--- config.mk ---
export PLATFORM = sky130hd
export DESIGN_NAME = mmu_req_arbiter
export DESIGN_NICKNAME = d
export VERILOG_FILES = /design/src/rtl/mmu_req_arbiter_pkg.sv /design/src/rtl/mmu_rr_pick.sv /design/src/rtl/mmu_req_arbiter.sv
export SDC_FILE = /design/constraint.sdc
export NUM_CORES = 1
export LEC_CHECK = 0
export BUFFER_PORTS_ARGS = -buffer_cell sky130_fd_sc_hd__buf_2
export CAP_MARGIN = 20
export CORE_MARGIN = 3
export CORE_UTILIZATION = 46
export DETAILED_ROUTE_END_ITERATION = 12
export PLACE_DENSITY = 0.8
export SYNTH_ARGS = -nofsm -noshare
export SYNTH_HDL_FRONTEND = slang
export SYNTH_HIERARCHICAL = 1
export SYNTH_SLANG_ARGS = --single-unit
--- constraint.sdc ---
create_clock -name clk -period 1.8 [get_ports clk]
set_clock_uncertainty 0.05 [all_clocks]
set_input_delay 0.27 -clock clk [delete_from_list [all_inputs] [get_ports clk]]
set_output_delay 0.27 -clock clk [all_outputs]
set_load 0.005 [all_outputs]
--- src/rtl/mmu_req_arbiter_pkg.sv ---
// Shared types for the MMU request arbiter: opcodes, FSM states, requester ids.
package mmu_pkg;

   localparam int unsigned MMU_AW = 32;
   localparam int unsigned MMU_DW = 32;
   localparam int unsigned MMU_TW = 3;

   typedef enum logic [1:0] {
      OP_IDLE  = 2'b00,
      OP_READ  = 2'b01,
      OP_WRITE = 2'b11
   } mem_op_t;

   typedef enum logic [1:0] {
      ST_IDLE,
      ST_BUSY_I,
      ST_BUSY_D
   } arb_state_t;

   typedef enum logic {
      REQ_I = 1'b0,
      REQ_D = 1'b1
   } req_id_t;

endpackage

--- src/rtl/mmu_rr_pick.sv ---
// Two-input round-robin selector: a tie goes to the side that was not granted last.
module mmu_rr_pick
   import mmu_pkg::*;
(
   input  logic req_i,
   input  logic req_d,
   input  logic last_grant,
   output logic grant_i,
   output logic grant_d
);

   assign grant_i = req_i & (~req_d | (last_grant == REQ_D));
   assign grant_d = req_d & ~grant_i;

endmodule

--- src/rtl/mmu_req_arbiter.sv ---
// Arbitrates fetch and data requesters onto the single MMU lookup port.
// Optional watchdog with sticky arb_timeout port: define MMU_ARB_TIMEOUT_EN.
module mmu_req_arbiter
   import mmu_pkg::*;
#(
   parameter int unsigned AW          = MMU_AW,
   parameter int unsigned DW          = MMU_DW,
   parameter int unsigned TW          = MMU_TW,
   parameter int unsigned TIMEOUT_CYC = 64
) (
   input  logic          clk,
   input  logic          rst_n,
   input  logic          i_req,
   input  logic [AW-1:0] i_addr,
   input  logic [TW-1:0] i_trd,
   output logic          i_done,
   output logic [DW-1:0] i_rd_data,
   output logic          i_miss,
   output logic          i_segfault,
   input  logic          d_req,
   input  logic          d_wr,
   input  logic [AW-1:0] d_addr,
   input  logic [DW-1:0] d_wr_data,
   input  logic [TW-1:0] d_trd,
   output logic          d_done,
   output logic [DW-1:0] d_rd_data,
   output logic          d_miss,
   output logic          d_segfault,
   output logic [1:0]    mem_op,
   output logic [AW-1:0] mem_addr,
   output logic [DW-1:0] mem_wr_data,
   output logic [TW-1:0] mem_trd,
   input  logic          mem_ack,
   input  logic [DW-1:0] mem_rd_data,
   input  logic          mem_miss,
   input  logic          mem_segfault
`ifdef MMU_ARB_TIMEOUT_EN
   ,
   output logic          arb_timeout
`endif
);

   if (TIMEOUT_CYC < 1) begin : g_bad_timeout
      $error("TIMEOUT_CYC must be at least 1");
   end

   arb_state_t state_q, state_d;
   mem_op_t    op_q;
   req_id_t    last_q;
   logic       pick_i, pick_d;
   logic       grant_i, grant_d;
   logic       finish, forced;

   // A requester still holding req during its own done pulse is not re-granted.
   mmu_rr_pick u_pick (
      .req_i      (i_req & ~i_done),
      .req_d      (d_req & ~d_done),
      .last_grant (last_q),
      .grant_i    (pick_i),
      .grant_d    (pick_d)
   );

   assign mem_op = op_q;

`ifdef MMU_ARB_TIMEOUT_EN
   localparam int unsigned CW = $clog2(TIMEOUT_CYC + 1);
   logic [CW-1:0] tmo_cnt;
   logic          tmo_hit;

   assign tmo_hit = (tmo_cnt == CW'(TIMEOUT_CYC - 1));

   always_ff @(posedge clk or negedge rst_n) begin
      if (!rst_n) begin
         tmo_cnt     <= '0;
         arb_timeout <= 1'b0;
      end else begin
         if (grant_i || grant_d)
            tmo_cnt <= '0;
         else if (state_q != ST_IDLE)
            tmo_cnt <= tmo_cnt + 1'b1;
         if (forced)
            arb_timeout <= 1'b1;
      end
   end
`endif

   always_ff @(posedge clk or negedge rst_n) begin
      if (!rst_n)
         state_q <= ST_IDLE;
      else
         state_q <= state_d;
   end

   always_comb begin
      state_d = state_q;
      grant_i = 1'b0;
      grant_d = 1'b0;
      finish  = 1'b0;
      forced  = 1'b0;
      case (state_q)
         ST_IDLE: begin
            if (pick_i) begin
               grant_i = 1'b1;
               state_d = ST_BUSY_I;
            end else if (pick_d) begin
               grant_d = 1'b1;
               state_d = ST_BUSY_D;
            end
         end
         ST_BUSY_I, ST_BUSY_D: begin
            if (mem_ack)
               finish = 1'b1;
`ifdef MMU_ARB_TIMEOUT_EN
            else if (tmo_hit) begin
               finish = 1'b1;
               forced = 1'b1;
            end
`endif
            if (finish)
               state_d = ST_IDLE;
         end
         default: state_d = ST_IDLE;
      endcase
   end

   always_ff @(posedge clk or negedge rst_n) begin
      if (!rst_n) begin
         op_q        <= OP_IDLE;
         last_q      <= REQ_D;
         mem_addr    <= '0;
         mem_wr_data <= '0;
         mem_trd     <= '0;
         i_done      <= 1'b0;
         i_rd_data   <= '0;
         i_miss      <= 1'b0;
         i_segfault  <= 1'b0;
         d_done      <= 1'b0;
         d_rd_data   <= '0;
         d_miss      <= 1'b0;
         d_segfault  <= 1'b0;
      end else begin
         i_done <= 1'b0;
         d_done <= 1'b0;
         if (grant_i) begin
            op_q        <= OP_READ;
            mem_addr    <= i_addr;
            mem_trd     <= i_trd;
            mem_wr_data <= '0;
            last_q      <= REQ_I;
         end else if (grant_d) begin
            op_q        <= d_wr ? OP_WRITE : OP_READ;
            mem_addr    <= d_addr;
            mem_trd     <= d_trd;
            mem_wr_data <= d_wr_data;
            last_q      <= REQ_D;
         end
         if (finish) begin
            op_q <= OP_IDLE;
            if (state_q == ST_BUSY_I) begin
               i_done     <= 1'b1;
               i_rd_data  <= forced ? '0 : mem_rd_data;
               i_miss     <= forced ? 1'b0 : mem_miss;
               i_segfault <= forced | mem_segfault;
            end else begin
               d_done     <= 1'b1;
               d_rd_data  <= (forced || op_q == OP_WRITE) ? '0 : mem_rd_data;
               d_miss     <= forced ? 1'b0 : mem_miss;
               d_segfault <= forced | mem_segfault;
            end
         end
      end
   end

endmodule

Word level (Yosys, flattened, before mapping)
Cells that the tools add are included.
{ "word_totals": {"reg_bits": 142, "output_inout_bits": 139, "word_cells": 65, "inputBits": 142} }
{ "op_classes": {"n_eq_ne": 5, "n_bitwise": 10, "n_mux": 29, "n_reduce_logical": 7} }
{ "op_table": {"columns": ["cell", "count"], "rows": [
  ["2-to-1 mux 32 bit", 5],
  ["2-to-1 mux 1 bit", 14],
  ["2-to-1 mux 2 bit", 7],
  ["2-to-1 mux 3 bit", 2],
  ["AND reduction 2 bit", 3],
  ["inverter 1 bit", 5],
  ["bitwise AND 1 bit", 4],
  ["equality test 2 bit (second input constant)", 2],
  ["case mux 2 bit (2 select lines)", 1],
  ["!= test 3 x 2 -> 1 bit (second input constant)", 1],
  ["nonzero test 3 bit", 1],
  ["equality test 2 x 1 -> 1 bit (second input constant)", 1],
  ["zero test 2 bit", 1],
  ["!= test 2 bit (second input constant)", 1],
  ["nonzero test 2 bit", 1],
  ["OR reduction 2 bit", 1],
  ["bitwise OR 1 bit", 1]
]} }

Logic depth before layout (Yosys ltp)
Gate-level depths: netlist (run 1).
{ "logic_depth": {"word_depth": 13, "mapped_depth": 8, "depth_no_buf": 5} }

Cells and area by module
The synthesis (run 1) kept the hierarchy.
{ "by_module_without_submodules": {"columns": ["module", "area_each_um2", "cells_each", "instances"], "rows": [
  ["mmu_req_arbiter", 5791.8, 577, 1],
  ["mmu_rr_pick", 18.8, 3, 1]
]} }

Least setup slack after synthesis (run 1)
No wires, ideal clock.
{ "synth_timing": {"kind": "register -> register", "start": "reg last_q", "end": "reg mem_wr_data[18]", "synth_period_minus_slack_ns": 1.682, "slack_ns": 0.118, "t_arrival_ns": 1.515, "required_ns": 1.633, "setup_ns": 0.117, "stages_incl_launch_ff": 9, "path_buffers": 3, "path_cell_list": "dfstp_2 inv_1 a21boi_1 and3b_1 buf_2 buf_6 buf_6 nand2_1 nand2_1"} }
{ "synth_via": {"elab_chain_cells": 8} }
{ "synth_lines": {"columns": ["element", "line", "source"], "rows": [
  ["start: declaration", "mmu_req_arbiter.sv:49", "req_id_t last_q;"],
  ["start signal: assignment", "mmu_req_arbiter.sv:129", "last_q <= REQ_D;"],
  ["start signal: assignment", "mmu_req_arbiter.sv:149", "last_q <= REQ_I;"],
  ["start signal: assignment", "mmu_req_arbiter.sv:155", "last_q <= REQ_D;"],
  ["bitwise OR 1 bit (*)", "mmu_rr_pick.sv:12", "assign grant_i = req_i & (~req_d | (last_grant == REQ_D));"],
  ["bitwise AND 1 bit (*)", "mmu_rr_pick.sv:12", null],
  ["named net pick_i", "mmu_req_arbiter.sv:50", "logic pick_i, pick_d;"],
  ["inverter 1 bit", "mmu_rr_pick.sv:13", "assign grant_d = req_d & ~grant_i;"],
  ["bitwise AND 1 bit", "mmu_rr_pick.sv:13", null],
  ["2-to-1 mux 1 bit", "mmu_req_arbiter.sv:105", "end else if (pick_d) begin"],
  ["2-to-1 mux 1 bit", "mmu_req_arbiter.sv:102", "if (pick_i) begin"],
  ["2-to-1 mux 1 bit", "mmu_req_arbiter.sv:100", "case (state_q)"],
  ["nonzero test 2 bit (no source line)", null, null],
  ["end signal: assignment", "mmu_req_arbiter.sv:154", "mem_wr_data <= d_wr_data;"],
  ["end: declaration", "mmu_req_arbiter.sv:31", "output logic [DW-1:0] mem_wr_data,"]
]} }
Mark *: on every way through the listed nets, which the timed path passes. The rest lies on a longest branch.
A chain may end at the register's enable or synchronous reset.

Worst setup path in the final report (run 1)
{ "layout_timing": {"start": "reg last_q", "end": "reg mem_addr[27]"} }
{ "layout_via": {"elab_chain_cells": 8} }
{ "layout_lines": {"columns": ["element", "line", "source"], "rows": [
  ["bitwise OR 1 bit (*)", "mmu_rr_pick.sv:12", null],
  ["bitwise AND 1 bit (*)", "mmu_rr_pick.sv:12", null],
  ["named net pick_i", "mmu_req_arbiter.sv:50", null],
  ["inverter 1 bit", "mmu_rr_pick.sv:13", null],
  ["bitwise AND 1 bit", "mmu_rr_pick.sv:13", null],
  ["2-to-1 mux 1 bit", "mmu_req_arbiter.sv:105", null],
  ["2-to-1 mux 1 bit", "mmu_req_arbiter.sv:102", null],
  ["2-to-1 mux 1 bit", "mmu_req_arbiter.sv:100", null],
  ["nonzero test 2 bit (no source line)", null, null],
  ["end signal: assignment", "mmu_req_arbiter.sv:146", "mem_addr <= i_addr;"],
  ["end signal: assignment", "mmu_req_arbiter.sv:152", "mem_addr <= d_addr;"],
  ["end: declaration", "mmu_req_arbiter.sv:30", "output logic [AW-1:0] mem_addr,"]
]} }
Marked as above.

==> reports/results.txt, run 1 <==
CTS H-tree lvls = 4
Clk_lat worst skew = 0.40 ns
Final #Nets = 1034
Worst hold-check path type = in -> reg
GR met3 Demand/Resource = 8.038%
Post-route ant nets = 0
Post-Synth XOR/XNOR Area = 0%
GRT overflow = 0
Fillers = 909
Max-cap violations = 0
Area of the core = 12160 um2
Final TNS setup = -0.003453 ns
Full die area = 14020 um2
WL/cell = 17.16 um
Share of the synthesized area in the top cell type = 60.72%
Synth unique cells = 28
Number of synthesized flops with an enable pin = 0
Placer Congestion = 0.8235
Slew Limit Fails = 0
Most common cell in the synthesized netlist = nand2_1
Tcrit/Tclk final = 100.2%
Initial core utilization = 47.78%
Syn nets = 725
Net switching power = 4790 uW
Total placed cells including tap cells = 1008
Slew HR = 71.67%
Crit end category = flop
Via Count = 5515
Final Hold Fails = 0
Clk sinks = 142
Die width = 118.4 um
Share of power burned in the clock network = 22.9%
P_leak = 0.004591 uW
Period minus WS final = 1.803 ns
Initial drt markers = 477
Multiplexer area fraction after synthesis = 7.321%
Met1 Use GR = 29.83%
Main synth FF type = dfrtp_1
Failing checks = setup timing
Via/cell ratio = 5.154
Overall die height = 118.4 um
Fin cells = 1070
Setup slack after layout = -0.003453 ns
Synth Area in Compound Gates = 7.214%
Max Fanout on Critical Path = 14
Seq pwr share = 38.6%
Drt total wl = 18360 um
Synth Instances = 580
WP data required = 2.06 ns
Combinational share of power = 38.5%
Site Rows = 40
Max Clock Freq = 0.5545 GHz
Max IR drop VDD = 1.090 mV
Largest family of logic cells by synthesized area = simple AND/OR/NAND/NOR gates
Setup Crit Path Kind = reg -> reg
Dominant cells by area after synthesis = dfrtp_1 61%, nand2_1 13%, mux2_2 6.2%
Port Buf Inserts = 280
CP Launch Type = flop
Max Root-Sink Buffers = 2
Largest net degree at the start of global routing = 59
Area Overhead vs Synth = 44.36%
Pre-Repair DR Iteration Count = 5
Syn avg cell area = 10.02 um2
Sequential area share after synthesis = 61.18%
Clk slew on worst S/H paths = 0.06 ns
Least-Margin Pin Slew = 0.4250 ns
Final setup violation count = 1
Yosys reg bits = 142
HPWL after DPL = 12110 um
Int Pwr = 9102 uW
Async S/R FF share, synth = 100.0%
GR Util All Layers = 24.01%
Synth Cell Area = 5811 um2
Ratio of cells with drive above 1 in the final layout = 41.29%
CTS tree = done
DRC errors left = 0
Critical Path AT = 2.07 ns
Top post-synthesis cells by count = 202 x nand2_1, 141 x dfrtp_1, 35 x a31oi_1, 35 x nor2_1, 33 x nand3_1
Vias in the first global route = 5157
Num CTS Buffers = 17
Status = finished with violations
Yosys warnings = 6
GR peak layer = met2
Root Driver = clkbuf_16
Met2 GRT Util = 38.55%
Switch share = 34.48%
Initial antenna violation count = 0
Pwr/cell area = 1656 nW/um2
First-pass GRT wire length = 26850 um
Top Ports = 281
Post-Synth Adder-Cell Area = 0.6460%
Synth Area in Simple Gates = 19.42%
Yosys top cell by area = dfrtp_1
worst paths after layout:
| path | from | end | slack (ns) | cells after the start |
|---|---|---|---|---|
| min reg2reg | d_rd_data[24] | d_rd_data[24] | 0.42 | 2 |
| min | d_wr_data[27] | mem_wr_data[27] | 0.02 | 3 |
| max in group asynchronous | rst_n | last_q | 0.80 | 3 |
| max reg2reg | last_q | mem_addr[27] | -0.003 | 7 |
| min in group asynchronous | rst_n | i_rd_data[6] | 0.31 | 2 |
| max | last_q | mem_addr[27] | -0.003 | 7 |
critical path: stages (launching register included):
cell,delay [ns]
dfstp_2,0.54
inv_1,0.07
a21boi_4,0.17
nand3b_1,0.22
buf_4,0.19
clkbuf_16,0.18
nand2_1,0.07
a31oi_1,0.22
final cells by class:
| type | instances | area (um2) | share of cell area [%] |
|---|---|---|---|
| Antenna cell | 1 | 2.502 | 0.02983 |
| Sequential cell | 142 | 3555 | 42.38 |
| Tap cell | 168 | 210.2 | 2.506 |
| Clock buffer | 24 | 461.7 | 5.504 |
| Clock inverter | 7 | 65.06 | 0.7757 |
| Inverter | 6 | 22.52 | 0.2685 |
| Multi-Input combinational cell | 393 | 2039 | 24.31 |
| Timing Repair Buffer | 329 | 2032 | 24.22 |
power by group through the flow:
stage / sequential, uW / combinational, uW / clock (uW)
after floorplan: 5470 / 2470 / 0
after global placement: 5320 / 4880 / 0
after detailed placement: 5360 / 5060 / 0
after CTS: 5330 / 5090 / 3220
after global routing: 5520 / 5930 / 3390
final: 5370 / 5340 / 3190
stage by stage:
stage | worst slack, ns | util (%) | total power (uW) | instance area, um2 | hold WS, ns
2_1_floorplan | 0.1177 | - | 7942 | 5811 | -0.07559
3_3_place_gp | 0.1108 | 61.50 | 10200 | 7480 | 0.1732
3_5_place_dp | 0.02486 | 61.50 | 10420 | 7480 | 0.1722
4_1_cts | 0.03135 | 67.73 | 13640 | 8237 | 0.0001973
5_1_grt | -0.07612 | 68.95 | 14840 | 8386 | 0.009196
6_report | -0.003453 | 68.97 | 13890 | 8388 | 0.02019
kinds of logic after synthesis:
family,Yosys count
buffers and inverters,45
adder cells (fa/ha/maj),3
multiplexers,38
flip-flops,142
AO/OA/AOI/OAI,73
AND/OR/NAND/NOR,279
registers in the layout, summed over array words and instances, names as in the netlist, 2 cells and up:
signal,flops
mem_trd,3
i_rd_data,32
mem_wr_data,32
mem_addr,32
state_q,2
d_rd_data,32
mem_op,2
placed cells by master, fill, tap and decap left out, types with 4 or more instances in the layout:
cell | Yosys | layout
nand2_1 | 202 | 202
buf_12 | 0 | 10
mux2_1 | 4 | 4
inv_1 | 6 | 6
clkbuf_1 | 15 | 6
a31oi_1 | 35 | 35
clkinv_2 | 0 | 4
o21ai_0 | 32 | 30
dlygate4sd3_1 | 0 | 23
clkbuf_16 | 0 | 21
mux2_2 | 32 | 32
buf_4 | 4 | 11
nand3_1 | 33 | 33
dfrtp_1 | 141 | 141
nor2_1 | 35 | 35
buf_2 | 13 | 279
per-layer routing:
metal | routed length (um) | part of all wire (%)
met4 | 713 | 3.9
met2 | 9027 | 49
met1 | 6879 | 37
met5 | 0 | 0
met3 | 1742 | 9.5
repair_timing:
action,in CTS,in global routing
setup endpoints to repair,0,46
hold buffers,23,0
setup buffers,0,3
endpoints found under the hold margin,58,0
resized for setup,0,10
Power figures use the tool's default switching activity.
==> inputs of run 2 (changes only) <==
Settings changed: PLACE_DENSITY 0.8 to 0.84.
==> run 2 against run 1 <==
The run now ends clean. Final cell count fell by 0.75%. Die area did not move. Sequential share of layout area fell by 0.14 points. Worst hold slack got worse by 0.013 ns. Combinational power fell by 2%. Non-clock buffer count fell by 9. Critical path type unchanged.
==> reports/results.txt, run 2 (synthesis results as in run 1) <==
Status = finished clean (was finished with violations)
WP data required = 2.05 ns (was 2.06 ns)
Initial antenna violation count = 1 (was 0)
Worst hold-check path type = in -> reg (unchanged)
Clk sinks = 142 (unchanged)
Fillers = 930 (was 909)
CP Launch Type = flop (unchanged)
R2r startpoint = last_q (unchanged)
Commonest non-fill, non-tap cell in the layout = buf_2 (unchanged)
DRC errors left = 0 (unchanged)
Port Buf Inserts = 280 (unchanged)
CTS tree = done (unchanged)
Ratio of cells with drive above 1 in the final layout = 42.15% (was 41.29%)
Max Clock Freq = 0.5839 GHz (was 0.5545 GHz)
Final #Nets = 1025 (was 1034)
Multi-input logic area = 2038 um2 (was 2039 um2)
Drt total wl = 18270 um (was 18360 um)
Cell count of the worst reg-to-reg path = 7 (unchanged)
Area of the core = 12160 um2 (unchanged)
CTS H-tree lvls = 4 (unchanged)
Worst flop-to-flop path endpoint = mem_wr_data[1] (was mem_addr[27])
Pwr/cell area = 1756 nW/um2 (was 1656 nW/um2)
Top Ports = 281 (unchanged)
Initial core utilization = 47.78% (unchanged)
Setup slack, reg-to-reg = 0.09 ns (was -0.003 ns)
Period minus WS final = 1.713 ns (was 1.803 ns)
Initial drt markers = 395 (was 477)
Pre-Repair DR Iteration Count = 5 (unchanged)
Least-Margin Pin Slew = 0.4786 ns (was 0.4250 ns)
Full die area = 14020 um2 (unchanged)
Most frequent cells in the layout = 279 x buf_2, 202 x nand2_1, 141 x dfrtp_1 (unchanged)
Max Fanout on Critical Path = 28 (was 14)
Max-cap violations = 0 (unchanged)
Slew Limit Fails = 0 (unchanged)
Crit end category = flop (unchanged)
Vias in the first global route = 5485 (was 5157)
Fin util = 69.21% (was 68.97%)
P_leak = 0.004610 uW (was 0.004591 uW)
Slowest CP cell = dfstp_2 (unchanged)
CP cell instances = inv_1, a21boi_2, and3b_2, buf_4, clkbuf_16, nand2_1, nand2_1 (was inv_1, a21boi_4, nand3b_1, buf_4, clkbuf_16, nand2_1, a31oi_1)
Area Overhead vs Synth = 44.85% (was 44.36%)
Critical Path AT = 1.96 ns (was 2.07 ns)
Post-route ant nets = 0 (unchanged)
Overall die height = 118.4 um (unchanged)
Clk_lat worst skew = 0.41 ns (was 0.40 ns)
Delay-heaviest family, CP = flip-flops (unchanged)
Tcrit/Tclk final = 95.15% (was 100.2%)
First-pass GRT wire length = 27650 um (was 26850 um)
Final setup violation count = 0 (was 1)
Final Hold Fails = 0 (unchanged)
Num CTS Buffers = 17 (unchanged)
Pwr Total = 14780 uW (was 13890 uW)
Root Driver = clkbuf_16 (unchanged)
Largest net degree at the start of global routing = 59 (unchanged)
WL/cell = 17.20 um (was 17.16 um)
Slowest stage delay, CP = 0.55 ns (was 0.54 ns)
FF+latch area = 3555 um2 (unchanged)
GRT overflow = 0 (unchanged)
Max IR drop VDD = 1.093 mV (was 1.090 mV)
Hold endpoint = mem_wr_data[16] (was mem_wr_data[27])
Via/cell ratio = 5.114 (was 5.154)
Worst hold path depth = 3 (unchanged)
Crit path top cell by count = nand2_1
Max Root-Sink Buffers = 2 (unchanged)
GR Util All Layers = 24.88% (was 24.01%)
Site Rows = 40 (unchanged)
Min-Delay Startpoint = d_wr_data[16] (was d_wr_data[27])
Clk slew on worst S/H paths = 0.06 ns (about the same)
Setup Crit Path Kind = reg -> reg (unchanged)
Placer Congestion = 0.8062 (was 0.8235)
Die width = 118.4 um (unchanged)
HPWL after DPL = 12100 um (was 12110 um)
Slew HR = 68.10% (was 71.67%)
Critical path buffer and inverter count = 3 (unchanged)
Via Count = 5431 (was 5515)
[run 2: changes by cell type in the layout (fill, tap and decap cells not counted), moves of 3 or more]
cell | previous run | this run
buf_4 | 11 | 14
bufinv_16 | 1 | 7
clkbuf_1 | 6 | 1
clkinv_2 | 4 | 1
dlygate4sd3_1 | 23 | 16
[run 2: report_power, final]
group	leakage (uW)	total, uW	internal, uW	switching [uW]
logic	0.00251	5230	2440	2780
clock network	0.000343	4150	2850	1310
registers	0.00176	5400	4630	767
total	0.00461	14800	9920	4860
[run 2: stage by stage]
| step | instances | instance area, um2 | setup TNS [ns] | worst slack (ns) | hold slack (ns) |
|---|---|---|---|---|---|
| final | 1062 | 8417 | 0 | 0.08732 | 0.007228 |
| after global routing | 1062 | 8417 | -0.001781 | -0.001781 | 0.01250 |
| after CTS | 1056 | 8325 | 0 | 0.04535 | 0.001667 |
| after floorplan | 580 | 5811 | 0 | 0.1177 | -0.07559 |
| after global placement | 1009 | 7462 | 0 | 0.09136 | 0.1953 |
| after detailed placement | 1009 | 7462 | -0.03931 | -0.02725 | 0.1978 |
[run 2: routing by layer]
metal	wire length, um	part of all wire [%]	GRT usage, %	vias up
li1	-	-	-	2513
met1	6576	36	27.22	2572
met2	9249	51	43.23	287
met3	1719	9.4	8.756	59
met4	719	3.9	11.66	0
met5	0	0	0	-
[run 2: worst reg2reg max path, cell delays in order, from the launching register on]
cell	delay (ns)
dfstp_2	0.55
inv_1	0.06
a21boi_2	0.17
and3b_2	0.26
buf_4	0.16
clkbuf_16	0.19
nand2_1	0.11
nand2_1	0.06
[run 2: worst max path at each step]
| stage | startpoint | endpoint | slack, ns | cells past startpoint |
|---|---|---|---|---|
| floorplan | last_q | mem_wr_data[18] | 0.12 | 8 |
| global placement | d_req | mem_trd[2] | 0.09 | 7 |
| detailed placement | d_req | mem_addr[22] | -0.03 | 7 |
| CTS | last_q | mem_addr[22] | 0.05 | 6 |
| global route | state_q[0] | d_rd_data[1] | -0.002 | 7 |
| finish | last_q | mem_wr_data[1] | 0.09 | 7 |
[run 2: what timing repair did]
| item | CTS | global route |
|---|---|---|
| gates resized for setup | 1 | 7 |
| endpoints found under the hold margin | 56 | 0 |
| cloned | 0 | 2 |
| hold buffers | 16 | 0 |
| endpoints found under the setup margin | 2 | 29 |
| buffers inserted | 0 | 2 |
| pin swaps | 0 | 1 |
[run 2: area by class of cell]
type | count | area share (%)
Sequential cell | 142 | 42.23
Tap cell | 168 | 2.497
Multi-Input combinational cell | 393 | 24.22
Timing Repair Buffer | 320 | 22.37
Clock buffer | 21 | 5.589
Antenna cell | 2 | 0.05946
Clock inverter | 10 | 2.765
Inverter | 6 | 0.2676
